[config.mk]
export PLATFORM = sky130hd
export DESIGN_NAME = sprite_mover
export DESIGN_NICKNAME = d
export VERILOG_FILES = /design/src/rtl/sprite_mover.sv
export SDC_FILE = /design/constraint.sdc
export NUM_CORES = 1
export LEC_CHECK = 0
export CORE_AREA = 2 2 90 75
export DETAILED_ROUTE_END_ITERATION = 10
export DIE_AREA = 0 0 92 77
export PLACE_DENSITY = 0.91
export SETUP_SLACK_MARGIN = 0.02
export SLEW_MARGIN = 0
export SYNTH_ARGS = -nofsm -noshare
export SYNTH_HDL_FRONTEND = slang
export SYNTH_SLANG_ARGS = --single-unit
[constraint.sdc]
create_clock -name pixel_clk -period 3.7 [get_ports pixel_clk]
set_input_delay 0.925 -clock pixel_clk [delete_from_list [all_inputs] [get_ports pixel_clk]]
set_output_delay 0.925 -clock pixel_clk [all_outputs]
set_load 0.05 [all_outputs]
[src/rtl/sprite_mover.sv]
// Frame-synchronous sprite origin controller: moves the sprite once per frame at the
// vsync falling edge, either bouncing off the screen edges or following the buttons.
module sprite_mover #(
  parameter int SCREEN_W = 1024,
  parameter int SCREEN_H = 768,
  parameter int WIDTH    = 128,
  parameter int HEIGHT   = 256,
  parameter int X_INIT   = 448,
  parameter int Y_INIT   = 256
) (
  input  logic        pixel_clk,
  input  logic        reset,
  input  logic        vsync,
  input  logic        enable,
  input  logic        auto_mode,
  input  logic [3:0]  speed,
  input  logic        btn_up,
  input  logic        btn_down,
  input  logic        btn_left,
  input  logic        btn_right,
  output logic [10:0] x,
  output logic [9:0]  y,
  output logic        frame_tick,
  output logic        bounce_x,
  output logic        bounce_y
);

  localparam logic signed [11:0] XMAX_S = 12'(SCREEN_W - WIDTH);
  localparam logic signed [10:0] YMAX_S = 11'(SCREEN_H - HEIGHT);
  localparam logic [10:0]        X_RST  = 11'(X_INIT);
  localparam logic [9:0]         Y_RST  = 10'(Y_INIT);

  typedef enum logic [1:0] {S_IDLE, S_WAIT, S_CALC, S_APPLY} state_t;

  state_t             r_state, w_state_next;
  logic               r_vsync_d, r_frame_tick;
  logic [10:0]        r_x, w_nx;
  logic [9:0]         r_y, w_ny;
  logic               r_dir_x, r_dir_y, w_dir_x, w_dir_y;
  logic               r_bounce_x, r_bounce_y, w_bx, w_by;
  logic signed [11:0] w_cx;
  logic signed [10:0] w_cy;

  always_comb begin
    // NOTE: every comb output gets a default first so no path can infer a latch.
    w_state_next = r_state;
    case (r_state)
      S_IDLE:  if (enable) w_state_next = S_WAIT;
      S_WAIT:  if (!enable) w_state_next = S_IDLE;
               else if (r_frame_tick) w_state_next = S_CALC;
      S_CALC:  w_state_next = S_APPLY;
      S_APPLY: w_state_next = S_WAIT;
      default: w_state_next = S_IDLE;
    endcase
  end

  // X axis: 12-bit signed candidate so overshoot past either wall is visible.
  always_comb begin
    w_nx    = r_x;
    w_dir_x = r_dir_x;
    w_bx    = 1'b0;
    w_cx    = '0;
    if (speed != 4'd0) begin
      if (auto_mode) begin
        if (r_dir_x) begin
          w_cx = $signed({1'b0, r_x}) + $signed({8'b0, speed});
          if (w_cx >= XMAX_S) begin
            w_nx = XMAX_S[10:0]; w_dir_x = 1'b0; w_bx = 1'b1;
          end else w_nx = w_cx[10:0];
        end else begin
          w_cx = $signed({1'b0, r_x}) - $signed({8'b0, speed});
          if (w_cx <= 12'sd0) begin
            w_nx = '0; w_dir_x = 1'b1; w_bx = 1'b1;
          end else w_nx = w_cx[10:0];
        end
      end else if (btn_right && !btn_left) begin
        w_cx = $signed({1'b0, r_x}) + $signed({8'b0, speed});
        w_nx = (w_cx > XMAX_S) ? XMAX_S[10:0] : w_cx[10:0];
      end else if (btn_left && !btn_right) begin
        w_cx = $signed({1'b0, r_x}) - $signed({8'b0, speed});
        w_nx = (w_cx < 12'sd0) ? 11'd0 : w_cx[10:0];
      end
    end
  end

  // Y axis: same rules on an 11-bit signed candidate; up is the negative direction.
  always_comb begin
    w_ny    = r_y;
    w_dir_y = r_dir_y;
    w_by    = 1'b0;
    w_cy    = '0;
    if (speed != 4'd0) begin
      if (auto_mode) begin
        if (r_dir_y) begin
          w_cy = $signed({1'b0, r_y}) + $signed({7'b0, speed});
          if (w_cy >= YMAX_S) begin
            w_ny = YMAX_S[9:0]; w_dir_y = 1'b0; w_by = 1'b1;
          end else w_ny = w_cy[9:0];
        end else begin
          w_cy = $signed({1'b0, r_y}) - $signed({7'b0, speed});
          if (w_cy <= 11'sd0) begin
            w_ny = '0; w_dir_y = 1'b1; w_by = 1'b1;
          end else w_ny = w_cy[9:0];
        end
      end else if (btn_down && !btn_up) begin
        w_cy = $signed({1'b0, r_y}) + $signed({7'b0, speed});
        w_ny = (w_cy > YMAX_S) ? YMAX_S[9:0] : w_cy[9:0];
      end else if (btn_up && !btn_down) begin
        w_cy = $signed({1'b0, r_y}) - $signed({7'b0, speed});
        w_ny = (w_cy < 11'sd0) ? 10'd0 : w_cy[9:0];
      end
    end
  end

  always_ff @(posedge pixel_clk) begin
    // NOTE: state registers use non-blocking assignments so every register samples
    // pre-edge values regardless of statement order.
    if (reset) begin
      r_state      <= S_IDLE;
      r_vsync_d    <= 1'b0;
      r_frame_tick <= 1'b0;
      r_x          <= X_RST;
      r_y          <= Y_RST;
      r_dir_x      <= 1'b1;
      r_dir_y      <= 1'b1;
      r_bounce_x   <= 1'b0;
      r_bounce_y   <= 1'b0;
    end else begin
      r_state      <= w_state_next;
      r_vsync_d    <= vsync;
      r_frame_tick <= r_vsync_d & ~vsync;
      r_bounce_x   <= 1'b0;
      r_bounce_y   <= 1'b0;
      // Results computed in CALC land on the edge into APPLY, so APPLY is the
      // cycle where the new origin first shows and the bounce pulses are high.
      if (r_state == S_CALC) begin
        r_x        <= w_nx;
        r_y        <= w_ny;
        r_dir_x    <= w_dir_x;
        r_dir_y    <= w_dir_y;
        r_bounce_x <= w_bx;
        r_bounce_y <= w_by;
      end
    end
  end

  assign x          = r_x;
  assign y          = r_y;
  assign frame_tick = r_frame_tick;
  assign bounce_x   = r_bounce_x;
  assign bounce_y   = r_bounce_y;

endmodule

==> out/metrics.yaml <==
outcome:
  status: "finished, final reports clean"
finish:
  nFillCells: 459
  antennaDiodeCount: 0
  fin_util: 0.734
  design_area_sq_um: 4540
  fin_nets: 591
  syn_to_final_growth_pct: 29.4
  drive_gt1_frac: 0.198
  seqCellArea_sq_um: 581
  layout_commonest_cell: "buf_4"
  layout_common_cells: "buf_4 (71), nand2_1 (36), clkdlybuf4s50_1 (36)"
  multiInputGateArea_sq_um: 2760
placement:
  place_area_sq_um: 4390
  dp_hpwl_microns: 9180
  gp_congestion: 1.06
  portBuffers: 36
clock_tree:
  clock_sink_count: 29
  cts_tree: "yes"
  clock-root-buffer: "clkbuf_8"
  htree_num_levels: 2
  clock_latency_ps: 280
  clkTransAtPathRegs_ps: 60
  cts_made_buffers: 5
  cts_buffer_depth: 2
routing:
  vias_per_cell: 6.69
  via_count: 4273
  drt.antenna.violating_nets: 0
  detail_route.wirelength_microns: 12200
  drt_iter0_markers: 841
  drc: 0
  avgRoutedWirePerCell_microns: 19.1
  dr.pass1.iters: 6
yosys:
  async_flop_share: 0
  syn_nets: 504
  synth_area_sq_um: 3510
  ys_ff_latch: 29
  syn_inst: 468
  ys_seq_area_frac: 0.166
  syn_avg_cell_area_sq_um: 7.49
  ys_types: 76
  synth_edf_count: 0
  ys.flop_type: "dfxtp_1"
  synth_warnings: 0
power:
  p_leak_nw: 1.77
  power.total_mw: 0.846
  ir_drop_mv: 0.175
  powerDensity_nw_per_um2: 186
sta:
  setup_viol: 0
  tightestPinTransition_ps: 613
  skew_ps: 7.97
  finalMaxSlewViolations: 0
  relSlewSlack: 0.591
  fmax_mhz: 278
  period_needed_ps: 3600
  hold_viol: 0
  rsz0062_at_grt: "true"
  period_share: 0.973
grt:
  grt_pass1_vias: 4083
  grt_max_degree: 19
  antenna_found_initial: 0
  grt_busiest_layer: "met2"
  grt_use_total: 0.338
  met3_usage: 0.0972
  grt_pass1_wl_microns: 19600
  met2_usage: 0.515
  grt_use_met1: 0.459
  grt-ovfl-total: 0
setup_path:
  cp_max_fo: 7
  start_kind: "input port"
  crit_type: "in -> reg"
  cp_data_arrival_time_ps: 3770
  critPathRequiredTime_ps: 3870
  worst_setup_path_end_kind: "register"
floorplan:
  core_sq_um: 6180
  start_util: 0.567
  die_area_sq_um: 7080
  row_count: 26
  die_h_microns: 77
  die_w_microns: 92
  boundaryPins: 37
hold_path:
  hold_class: "reg -> reg"
job:
  max_cap_viol_count: 0
## metrics by stage
step	worst slack, ps	cells	hold slack [ps]	TNS [ps]
global route	19.2	639	479	0
CTS	87.2	639	468	0
global placement	-158	631	447	-1550
detailed placement	-280	631	454	-3660
floorplan	384	468	439	0
finish	99.9	639	465	0
## cell type report
cell class                      count  area share
Timing Repair Buffer              108       0.201
Inverter                           25      0.0207
Sequential cell                    29       0.128
Multi-Input combinational cell    386       0.608
Tap cell                           84      0.0232
Clock buffer                        7      0.0190
## cell families (layout without fill, tap and decap cells)
logic type | after synthesis | in the layout | share of synthesized area
AOI/OAI and AO/OA | 161 | 161 | 0.343
xor gates and xnor gates | 30 | 30 | 0.0749
adders and majority gates | 23 | 23 | 0.0907
muxes | 4 | 4 | 0.0121
and+or+nand+nor | 168 | 168 | 0.255
DFF | 29 | 29 | 0.166
buffers and inverters | 53 | 140 | 0.0592
## timing repair
| action | in CTS | in global routing |
|---|---|---|
| resized for setup | 2 | 8 |
| buffers inserted | 1 | 0 |
| hold buffers | 0 | 0 |
| pin swaps | 1 | 5 |
| endpoints found under the setup margin | 1 | 15 |
## worst max-delay path: stages
cell             delay, ps
clkdlybuf4s50_1        490
ha_1                   180
inv_1                   60
fa_2                   370
nor2_4                 130
o211ai_2               150
o31ai_4                280
buf_4                  190
o311ai_4               120
a21oi_2                410
a31oi_1                170
a22o_1                 270
## registers in the layout, indices dropped and copies added, names as in the netlist
register,flops
r_state,2
y,10
x,11
r_dir_y,1
r_vsync_d,1
bounce_y,1
r_dir_x,1
frame_tick,1
bounce_x,1
## Yosys cell counts (all sizes together) (8+ instances only)
master / n / area [sq um]
a21oi: 31 / 166
nor2b: 16 / 100
nand2: 36 / 135
dfxtp: 29 / 581
xnor2: 16 / 140
o21ai: 32 / 164
nor2: 35 / 134
inv: 25 / 93.8
ha: 19 / 238
buf: 9 / 42.5
nand3: 11 / 55.1
nor3: 16 / 85.1
xor2: 14 / 123
o31ai: 8 / 75.1
nand2b: 15 / 96.3
a211oi: 11 / 82.6
clkbuf: 19 / 71.3
## final timing paths
kind,start,end,slack [ps],cells after the start
setup reg to reg,x[0],x[9],730,11
hold / removal,r_vsync_d,frame_tick,460,1
hold reg to reg,r_vsync_d,frame_tick,460,1
setup / recovery,speed[0],x[9],100,12
## report_power, final
part	total [mW]	internal (mW)	switching, mW
clock network	0.271	0.147	0.124
registers	0.327	0.317	0.00922
logic	0.248	0.109	0.139
## metal layers
layer	share of wire	wire length, microns
met3	0.14	1690
met2	0.42	5120
met4	0.037	450
met5	0	0
met1	0.40	4930
Note: power is estimated with default switching activity, not from simulation.
